<file path="src/rtl/seg7_pkg.sv">
// Shared constants for the 4-digit 7-segment scan driver: blank/off codes,
// the hex-to-segment table (gfedcba, active low) and the idx-to-anode decode.
package seg7_pkg;

  localparam logic [6:0] SEG_BLANK = 7'b1111111;
  localparam logic [3:0] AN_OFF    = 4'b1111;

  // Entry n is the active-low pattern for hex digit n.
  localparam logic [15:0][6:0] SEG_TABLE = {
    7'b0001110,  // F
    7'b0000110,  // E
    7'b0100001,  // d
    7'b1000110,  // C
    7'b0000011,  // b
    7'b0001000,  // A
    7'b0010000,  // 9
    7'b0000000,  // 8
    7'b1111000,  // 7
    7'b0000010,  // 6
    7'b0010010,  // 5
    7'b0011001,  // 4
    7'b0110000,  // 3
    7'b0100100,  // 2
    7'b1111001,  // 1
    7'b1000000   // 0
  };

  // One-cold anode select: only the addressed digit's anode is pulled low.
  function automatic logic [3:0] an_decode(input logic [1:0] idx);
    logic [3:0] sel;
    sel = 4'b0001 << idx;
    return ~sel;
  endfunction

endpackage

</file>
<file path="src/rtl/seg7_hexdec.sv">
// Combinational hex nibble to active-low 7-segment pattern lookup.
module seg7_hexdec
  import seg7_pkg::*;
(
  input  logic [3:0] i_nib,
  output logic [6:0] o_seg
);

  assign o_seg = SEG_TABLE[i_nib];

endmodule

</file>
<file path="src/rtl/seg7_scan.sv">
// Time-multiplexed driver for a 4-digit common-anode 7-segment display.
// A shadow register holds the displayed value; one digit is lit per
// SCAN_DIV-cycle slot, outputs registered one cycle after (idx, shadow).
// Optional feature: define SEG7_LZ_BLANK_EN for leading-zero blanking.
module seg7_scan
  import seg7_pkg::*;
#(
  parameter int SCAN_DIV = 100000,
  parameter int DIV_W    = 17
) (
  input  logic        clk,
  input  logic        rst,
  input  logic [15:0] value,
  input  logic [3:0]  dp,
  input  logic        load,
  output logic [3:0]  an,
  output logic [6:0]  seg,
  output logic        dp_n
);

  logic [DIV_W-1:0] r_div_cnt;
  logic [1:0]       r_idx;
  logic [15:0]      r_shadow_val;
  logic [3:0]       r_shadow_dp;
  logic [3:0]       r_an;
  logic [6:0]       r_seg;
  logic             r_dp_n;

  logic             w_tick;
  logic [3:0]       w_nib;
  logic [6:0]       w_seg_dec;
  logic [6:0]       w_seg_next;

  assign w_tick = (r_div_cnt == DIV_W'(SCAN_DIV - 1));
  assign w_nib  = r_shadow_val[{r_idx, 2'b00} +: 4];

  // Prescaler: one tick per digit slot.
  always_ff @(posedge clk) begin
    if (rst)         r_div_cnt <= '0;
    else if (w_tick) r_div_cnt <= '0;
    else             r_div_cnt <= r_div_cnt + 1'b1;
  end

  // Digit ring counter 0,1,2,3,0... advancing on tick.
  always_ff @(posedge clk) begin
    if (rst)         r_idx <= 2'd0;
    else if (w_tick) r_idx <= r_idx + 2'd1;
  end

  // Shadow capture, independent of the scan phase.
  always_ff @(posedge clk) begin
    if (rst) begin
      r_shadow_val <= 16'h0000;
      r_shadow_dp  <= 4'b0000;
    end else if (load) begin
      r_shadow_val <= value;
      r_shadow_dp  <= dp;
    end
  end

  seg7_hexdec u_hexdec (
    .i_nib (w_nib),
    .o_seg (w_seg_dec)
  );

`ifdef SEG7_LZ_BLANK_EN
  logic w_blank;

  // Blank a digit when it and every digit to its left are zero; digit 0 always shows.
  always_comb begin
    w_blank = 1'b0;
    case (r_idx)
      2'd3:    w_blank = (r_shadow_val[15:12] == 4'h0);
      2'd2:    w_blank = (r_shadow_val[15:8]  == 8'h00);
      2'd1:    w_blank = (r_shadow_val[15:4]  == 12'h000);
      default: w_blank = 1'b0;
    endcase
  end

  assign w_seg_next = w_blank ? SEG_BLANK : w_seg_dec;
`else
  assign w_seg_next = w_seg_dec;
`endif

  // Registered outputs: anode and segments move on the same edge, so no ghosting.
  always_ff @(posedge clk) begin
    if (rst) begin
      r_an   <= AN_OFF;
      r_seg  <= SEG_BLANK;
      r_dp_n <= 1'b1;
    end else begin
      r_an   <= an_decode(r_idx);
      r_seg  <= w_seg_next;
      r_dp_n <= ~r_shadow_dp[r_idx];
    end
  end

  assign an   = r_an;
  assign seg  = r_seg;
  assign dp_n = r_dp_n;

endmodule
</file>
<file path="config.mk">
export PLATFORM = sky130hd
export DESIGN_NAME = seg7_scan
export DESIGN_NICKNAME = d
export VERILOG_FILES = /design/src/rtl/seg7_pkg.sv /design/src/rtl/seg7_hexdec.sv /design/src/rtl/seg7_scan.sv
export SDC_FILE = /design/constraint.sdc
export NUM_CORES = 1
export LEC_CHECK = 0
export ABC_AREA = 1
export ABC_CLOCK_PERIOD_IN_PS = 3170
export CORE_MARGIN = 2
export CORE_UTILIZATION = 60
export CTS_BUF_LIST = sky130_fd_sc_hd__clkbuf_8
export DETAILED_ROUTE_END_ITERATION = 6
export PLACE_DENSITY = 0.87
export SETUP_SLACK_MARGIN = 0.4
export SYNTH_ARGS = -nofsm -noshare
export SYNTH_HDL_FRONTEND = slang
export SYNTH_SLANG_ARGS = --single-unit
export TNS_END_PERCENT = 1
</file>
<file path="constraint.sdc">
create_clock -name clk -period 3.17 [get_ports clk]
set_input_delay 0.317 -clock clk [delete_from_list [all_inputs] [get_ports clk]]
set_output_delay 0.317 -clock clk [all_outputs]
set_load 0.005 [all_outputs]
</file>
**After elaboration in Yosys (flattened, before gate mapping)**

Memory sizes are Yosys's and may differ from the RTL's. A register that Yosys moved wholly into a read port is not among the register bits.
Cells that the tools add are included.

- Register bits: 44
- Memory bits (read-only): 112
- Bits of input ports: 23
- Output and inout bits: 12
- Logic and storage cells: 18
- Memories: 1

- Add/sub/neg operators: 2
- Order comparisons: 1
- Eq/ne operators: 1
- Shift operators: 2
- Multiplexer cells: 2
- Bitwise logic cells: 2
- Reduce and logical (&&, ||, !) cells: 1

Memory list:

| name | depth | width | rd ports | clocked after memory_dff | write ports | line | RTL |
|---|---|---|---|---|---|---|---|
| (no name shown) | 16 | 7 | 1 | 1 | 0 | seg7_hexdec.sv:9 | `assign o_seg = SEG_TABLE[i_nib];` |

Operators with widths:

| operator | number |
|---|---|
| 17-bit by 1-bit adder with 17-bit output, second input constant | 1 |
| 17-bit equality test, second input constant | 1 |
| 16-bit by 5-bit indexed part select with 4-bit output | 1 |
| 4-bit inverter | 1 |
| 1-bit by 2-bit << shifter with 4-bit output, first input constant | 1 |
| 2-bit by 3-bit < comparator with 1-bit output, second input constant | 1 |
| 2-bit by 1-bit adder with 2-bit output, second input constant | 1 |
| 1-bit binary-select mux with 2-bit select | 1 |
| 2-bit OR reduction | 1 |
| 1-bit 2-to-1 mux | 1 |
| 1-bit inverter | 1 |

**Depth between registers and ports, before layout**

Gate-level depths: netlist of the first run.

- Word-level depth: 3
- Mapped depth: 11
- Mapped depth without buffers: 10

**By module**

From an unflattened synthesis of the first run, not the netlist that was laid out.

- Cell total of the unflattened synthesis: 326
- Area total of the unflattened synthesis: 2374.8 sq um

By module, submodules not included:

| module | times used | cells an instance | area each (sq um) | sequential area each (sq um) |
|---|---|---|---|---|
| seg7_scan | 1 | 277 | 2100.8 | 1021.0 |
| seg7_hexdec | 1 | 49 | 274.0 | 0.0 |

**Worst setup path after synthesis of the first run**

No wires, ideal clock.

- Path kind: reg-to-reg
- Start point: register r_idx[0]
- End point: register r_seg[3] (netlist: seg[3])
- Setup time: 130 ps
- Arrival: 1396 ps
- Data required time: 3040 ps
- Setup slack: 1644 ps
- Stages on the path, launching flop included: 12
- Buffers on the path: 1
- Period minus slack after synthesis: 1526 ps
- Cells stage by stage: dfxtp_1 inv_2 buf_2 nand2_1 nand3_1 nand2_1 inv_1 ha_1 nand3_1 nand2_1 nand2_1 nand3_1

- Word-level cells in the longest chain between the ends: 1

Ends and longest elaborated chain:

| item | line | RTL |
|---|---|---|
| from (decl) | seg7_scan.sv:22 | `logic [1:0] r_idx;` |
| from (signal assigned) | seg7_scan.sv:47 | `else if (w_tick) r_idx <= r_idx + 2'd1;` |
| 16-bit by 5-bit indexed part select with 4-bit output | seg7_scan.sv:35 | `assign w_nib = r_shadow_val[{r_idx, 2'b00} +: 4];` |
| to (decl) | seg7_scan.sv:26 | `logic [6:0] r_seg;` |

No other way between the ends.
A chain may end at the register's enable or synchronous reset.

**Worst setup path in the final report of the first run**

Ends and elaborated chain as after synthesis.

==> results of run 1 <==
state kept, by name (all words and copies together) (netlist names):
| signal | cells |
|---|---|
| dp_n | 1 |
| an | 4 |
| r_div_cnt | 17 |
| r_idx | 2 |
| r_shadow_dp | 4 |
| seg | 7 |
| r_shadow_val | 16 |
final timing paths:
kind | endpoint | slack, ns | cells after the start
worst max-delay path | seg[3] | 1.14 | 10
worst max register to register | seg[3] | 1.14 | 10
worst min register to register | r_shadow_dp[0] | 0.47 | 2
worst min-delay path | r_shadow_dp[0] | 0.47 | 2
cell usage in the layout (no fill, tap or decap), types with 4 or more instances in the layout:
master            n
nand2_1          80
nor2_1           74
dfxtp_1          51
clkdlybuf4s50_1  34
nand3_1          29
inv_1            24
o21ai_0          23
ha_1             11
nor2_2            7
xor2_1            6
clkbuf_8          6
a21oi_1           5
nand3_2           5
nand4_1           4
critical path: cells and delay by family, from the launching register on:
| kind | cells | cell delay [ns] |
|---|---|---|
| adders and majority gates | 1 | 0.24 |
| buffers and inverters | 3 | 0.41 |
| DFF | 1 | 0.62 |
| and+or+nand+nor | 6 | 0.60 |
routing by layer:
layer,vias up,track usage
li1,1142,-
met1,1007,0.284
met2,66,0.428
met3,7,0.0543
met4,0,0.0875
met5,-,0
logic make-up (layout without fill, tap and decap cells):
logic type / after synthesis / count (layout)
simple gates: 207 / 207
compound gates: 31 / 31
flops: 51 / 51
xor+xnor: 8 / 8
fa+ha+maj: 11 / 11
buf+inv: 37 / 68
area by class of cell:
type                       instances  area [µm²]  area share
timing repair buffer              34         340       0.118
clock inverter                     1        5.00     0.00173
clock buffer                       6        82.6      0.0285
sequential                        51        1020       0.353
multi-input combinational        257        1280       0.442
inverter                          27         101      0.0350
tap                               50        62.6      0.0216
power groups by stage:
stage / sequential [mW] / clock [mW] / combinational [mW]
detailed placement: 0.699 / 0 / 0.140
global route: 0.688 / 0.407 / 0.159
finish: 0.684 / 0.376 / 0.141
global placement: 0.698 / 0 / 0.136
CTS: 0.684 / 0.381 / 0.141
floorplan: 0.698 / 0 / 0.0787
per-stage QoR:
step / total power [mW] / std cells / hold slack (ns) / worst slack [ns] / util
after floorplan: 0.776 / 345 / 0.405 / 1.64 / -
after global placement: 0.834 / 419 / 0.445 / 1.19 / 0.706
after detailed placement: 0.839 / 419 / 0.455 / 1.11 / 0.706
after CTS: 1.21 / 426 / 0.468 / 1.15 / 0.728
after global routing: 1.25 / 426 / 0.510 / 0.926 / 0.728
final: 1.20 / 426 / 0.473 / 1.14 / 0.728
==> flow_metrics.py, run 1 <==
metrics = {
    "status": {
        "run_status": "finished, final reports clean",
    },
    "grt": {
        "grt.total_usage": 0.241,
        "grt_pass1_wl_mm": 8.31,
        "gr-total-overflow": 0,
        "grt_max_degree": 33,
        "grt_pass1_vias": 1988,
        "antenna_found_initial": 0,
    },
    "die": {
        "die_x_um": 67.9,
        "fp.dieH_um": 67.9,
        "ios": 35,
        "core_area_um2": 3970,
        "die_area_um2": 4610,
        "row_count": 23,
        "initial_core_util": 0.617,
    },
    "pwr": {
        "vdd_drop_max_mv": 0.341,
        "power_density_nw_per_um2": 415,
        "p_sw_frac": 0.240,
        "combPwrFrac": 0.117,
        "seqPwrFrac": 0.570,
        "internal-power_uw": 913,
        "p_leak_nw": 1.18,
        "p_sw_uw": 288,
        "clkPwrFrac": 0.313,
    },
    "sta": {
        "max_slew_margin": 0.431,
        "drv_slew": 0,
        "rsz0062_at_grt": "false",
        "fin_tns_setup_ns": 0,
        "post-route-period-util": 0.639,
        "final_hold_viol_count": 0,
        "tightestPinTransition_ns": 0.852,
        "skew_ns": 0.00525,
        "period_minus_slack_ns": 2.03,
        "setup_violations": 0,
        "max_freq_mhz": 494,
    },
    "route": {
        "num_vias": 2222,
        "wl_met1_mm": 2.20,
        "vias_per_cell": 5.22,
        "ant_nets": 0,
        "drtIter0Drc": 178,
        "drc": 0,
        "met2_length_mm": 2.46,
        "post_drt_wl_per_cell_um": 11.8,
        "route.met3.wl_um": 271,
        "top_layer_used": "met4",
        "drtPass1Iterations": 4,
        "routed_wl_mm": 5.01,
    },
    "yosys": {
        "synthAdderAreaFrac": 0.0562,
        "synth_nets": 379,
        "synth-seq-cells": 51,
        "synth_compound_area_frac": 0.0700,
        "synth_top_family_by_area": "simple AND/OR/NAND/NOR gates",
        "postSynthCellCount": 345,
        "synth-xor-area-share": 0.0286,
        "synth_top_area_share": 0.417,
        "async_reset_ff_frac": 0,
        "synth-main-ff-cell": "dfxtp_1",
        "ys_seq_area_frac": 0.417,
        "synth_simple_gate_area_frac": 0.368,
        "yosysTopAreaCell": "dfxtp_1",
        "netlist_area_um2": 2450,
        "syn_area_per_cell_um2": 7.10,
        "synthTopCellsByCount": "nand2_1, nor2_1, dfxtp_1",
        "yosys.cell_count.top_type": "nand2_1",
        "synth_edf_count": 0,
        "synth_mux_area_frac": 0,
        "ys_types": 24,
        "ys_warn_count": 0,
        "yosys-top-cells-area": "dfxtp_1, nand2_1, nor2_1",
    },
    "critical_path": {
        "cp-end-kind": "flip-flop",
        "cp_slowest_cell": "dfxtp_1",
        "cp.arrival_ns": 2.19,
        "cp_data_required_time_ns": 3.34,
        "startpoint_type": "flip-flop",
        "critPathKind": "flip-flop to flip-flop",
        "path_max_fanout": 14,
        "crit_start": "r_idx[0]",
        "path_cells": "inv_2, nand2_1, nand3_1, nand2_1, inv_1, ha_1, inv_1, nand2_1, nand3_1, nand3_1",
        "cp_slowest_stage_delay_ns": 0.62,
        "reg2reg_from": "r_idx[0]",
    },
    "job": {
        "drv_cap": 0,
    },
    "layout": {
        "area_delta_synth_final_pct": 18.1,
        "num_antenna_cells": 0,
        "fin_area_um2": 2890,
        "layout.nets": 410,
        "drive_gt1_frac": 0.0745,
        "fillers": 321,
    },
    "hold_path": {
        "hold_class": "flip-flop to flip-flop",
        "hold_path_startpoint": "r_shadow_dp[0]",
    },
    "clock_tree": {
        "cts_tree": "yes",
        "ctsHoldBuffers": 0,
        "clk_latency_ns": 0.31,
        "cts_setup_buffers": 0,
        "numCtsBuffers": 5,
        "cts.sinks": 51,
        "clk_path_buf_depth": 2,
        "ctsResizeCount": 0,
        "clk_pin_slew_worst_paths_ns": 0.09,
        "cts-root-buf": "clkbuf_8",
        "h-tree-depth": 2,
    },
    "place": {
        "gp_congestion": 0.882,
        "io_buffers": 34,
        "placed_cell_area_um2": 2810,
        "hpwlAfterDp_mm": 3.46,
    },
}
Note: power is estimated with default switching activity, not from simulation.
==> inputs of run 2 (changes only) <==
--- a/config.mk
+++ b/config.mk
@@ -6,12 +6,12 @@
 export NUM_CORES = 1
 export LEC_CHECK = 0
 export ABC_AREA = 1
-export ABC_CLOCK_PERIOD_IN_PS = 3170
+export ABC_CLOCK_PERIOD_IN_PS = 2000
 export CORE_MARGIN = 2
-export CORE_UTILIZATION = 60
+export CORE_UTILIZATION = 56
 export CTS_BUF_LIST = sky130_fd_sc_hd__clkbuf_8
 export DETAILED_ROUTE_END_ITERATION = 6
-export PLACE_DENSITY = 0.87
+export PLACE_DENSITY = 0.82
 export SETUP_SLACK_MARGIN = 0.4
 export SYNTH_ARGS = -nofsm -noshare
 export SYNTH_HDL_FRONTEND = slang
==> constraint.sdc (replaced) <==
create_clock -name clk -period 2 [get_ports clk]
set_input_delay 0.2 -clock clk [delete_from_list [all_inputs] [get_ports clk]]
set_output_delay 0.2 -clock clk [all_outputs]
set_load 0.005 [all_outputs]
==> run 2 against run 1 <==
  * Power up 67%
  * Worst hold slack lost 0.013 ns
  * Critical path depth is the same
  * Maximum frequency up 27%
  * Flip-flop and latch count unchanged
  * Cell count increased by 1.9%
  * Utilization down 3.5 points
  * Sequential share of layout area is 0.95 points lower
  * Register-to-register slack lost 0.74 ns
  * Clock-buffer cell count is 1 lower
  * Critical endpoint unchanged
==> flow_metrics.py, run 2 (synthesis results as in run 1) <==
metrics = {
    "status": {
        "run_status": "finished, final reports clean",
    },
    "critical_path": {
        "cp_data_required_time_ns": 2.19,
        "critPathKind": "flip-flop to flip-flop",
        "path_buf_inv": 2,
        "cp-end-kind": "flip-flop",
        "cp.arrival_ns": 1.79,
        "startpoint_type": "flip-flop",
        "cp_slowest_stage_delay_ns": 0.34,
        "cp_top_family": "simple AND/OR/NAND/NOR gates",
        "path_max_fanout": 11,
        "cp_slowest_cell": "dfxtp_1",
        "path_cells": "buf_4, nand2_1, nand3_1, nand2_2, inv_1, ha_1, nand3_1, nand2_1, nand2_1, nand3_1",
    },
    "die": {
        "ios": 35,
        "fp.dieH_um": 70.1,
        "row_count": 24,
        "core_area_um2": 4290,
        "die_x_um": 70.1,
        "die_area_um2": 4920,
        "initial_core_util": 0.571,
    },
    "layout": {
        "layout_common_cells": "nand2_1, nor2_1, dfxtp_1, clkdlybuf4s50_1, nand3_1",
        "layout.nets": 416,
        "drive_gt1_frac": 0.0969,
        "area_delta_synth_final_pct": 21.5,
        "top_register": "r_div_cnt",
        "largest_register_ffs": 17,
        "fillers": 345,
        "instances_no_fill": 434,
        "final_common_cell": "nand2_1",
        "num_antenna_cells": 0,
    },
    "pwr": {
        "power_density_nw_per_um2": 673,
        "p_leak_nw": 1.22,
        "vdd_drop_max_mv": 0.522,
        "clkPwrFrac": 0.342,
        "internal-power_mw": 1.55,
        "p_sw_frac": 0.228,
        "p_sw_uw": 457,
        "total_power_mw": 2.00,
        "seqPwrFrac": 0.541,
        "combPwrFrac": 0.117,
    },
    "sta": {
        "final_hold_viol_count": 0,
        "setup_violations": 0,
        "fin_tns_setup_ns": 0,
        "rsz0062_at_grt": "true",
        "setup_slack_ns": 0.401,
        "max_slew_margin": 0.613,
        "drv_slew": 0,
        "post-route-period-util": 0.800,
        "tightestPinTransition_ns": 0.580,
        "max_freq_mhz": 625,
        "skew_ns": 0.00840,
        "period_minus_slack_ns": 1.60,
    },
    "clock_tree": {
        "cts-root-buf": "clkbuf_8",
        "cts.sinks": 51,
        "ctsHoldBuffers": 0,
        "clk_latency_ns": 0.30,
        "h-tree-depth": 2,
        "clk_path_buf_depth": 2,
        "numCtsBuffers": 5,
        "clk_pin_slew_worst_paths_ns": 0.09,
        "cts_tree": "yes",
    },
    "route": {
        "routed_wl_mm": 4.89,
        "post_drt_wl_per_cell_um": 11.3,
        "vias_per_cell": 5.01,
        "num_vias": 2175,
        "drtPass1Iterations": 5,
        "drtIter0Drc": 248,
        "drc": 0,
        "ant_nets": 0,
    },
    "place": {
        "hpwlAfterDp_mm": 3.42,
        "dp.cells": 425,
        "gp_congestion": 0.862,
        "place_ws_ns": 0.312,
        "io_buffers": 34,
    },
    "grt": {
        "grt.total_usage": 0.210,
        "grt_max_degree": 23,
        "gr-total-overflow": 0,
        "grt_pass1_vias": 2027,
        "grt_pass1_wl_mm": 8.45,
        "antenna_found_initial": 0,
    },
    "hold_path": {
        "hold_class": "flip-flop to flip-flop",
    },
    "job": {
        "drv_cap": 0,
    },
}
## run 2: metal layers
layer  GRT usage  share of wire  wire length [µm]
met5           0              0                 0
met4      0.0598         0.0057                28
met3      0.0491          0.052               253
met2       0.361           0.50              2460
met1       0.263           0.44              2150
## run 2: cell type report
class	instances	area, µm²	area share
well taps	52	65.1	0.0219
repair buffers	40	398	0.134
clock buffers	5	68.8	0.0231
flip-flops and latches	51	1020	0.343
multi-input cells	257	1290	0.433
inverters	27	101	0.0340
clock inverters	2	33.8	0.0113
## run 2: power by group through the flow
stage	registers, mW	clock network (mW)	logic [mW]
floorplan	1.11	0	0.125
global placement	1.11	0	0.222
detailed placement	1.11	0	0.226
CTS	1.08	0.703	0.229
global route	1.09	0.742	0.267
finish	1.08	0.685	0.235
## run 2: final timing paths
path                                startpoint        endpoint  slack [ns]  cells after the start
worst max-delay path                  r_idx[0]          seg[3]        0.40                     10
worst min-delay path            r_shadow_dp[0]  r_shadow_dp[0]        0.46                      2
worst max register to register        r_idx[0]          seg[3]        0.40                     10
worst min register to register  r_shadow_dp[0]  r_shadow_dp[0]        0.46                      2
## run 2: repair_timing
action | in CTS | in global routing
pin swaps | 0 | 1
endpoints found under the setup margin | 13 | 23
resized for setup | 4 | 0
setup buffers | 0 | 2
## run 2: worst register-to-register path, stage by stage (launching register included)
cell	delay, ns
dfxtp_1	0.34
buf_4	0.18
nand2_1	0.07
nand3_1	0.11
nand2_2	0.16
inv_1	0.10
ha_1	0.22
nand3_1	0.14
nand2_1	0.07
nand2_1	0.05
nand3_1	0.05
## run 2: through the flow
stage | hold WS (ns) | cell area (µm²) | utilization
floorplan | 0.288 | 2450 | -
global placement | 0.444 | 2840 | 0.661
detailed placement | 0.446 | 2840 | 0.661
CTS | 0.459 | 2950 | 0.687
global route | 0.479 | 2980 | 0.693
finish | 0.460 | 2980 | 0.693
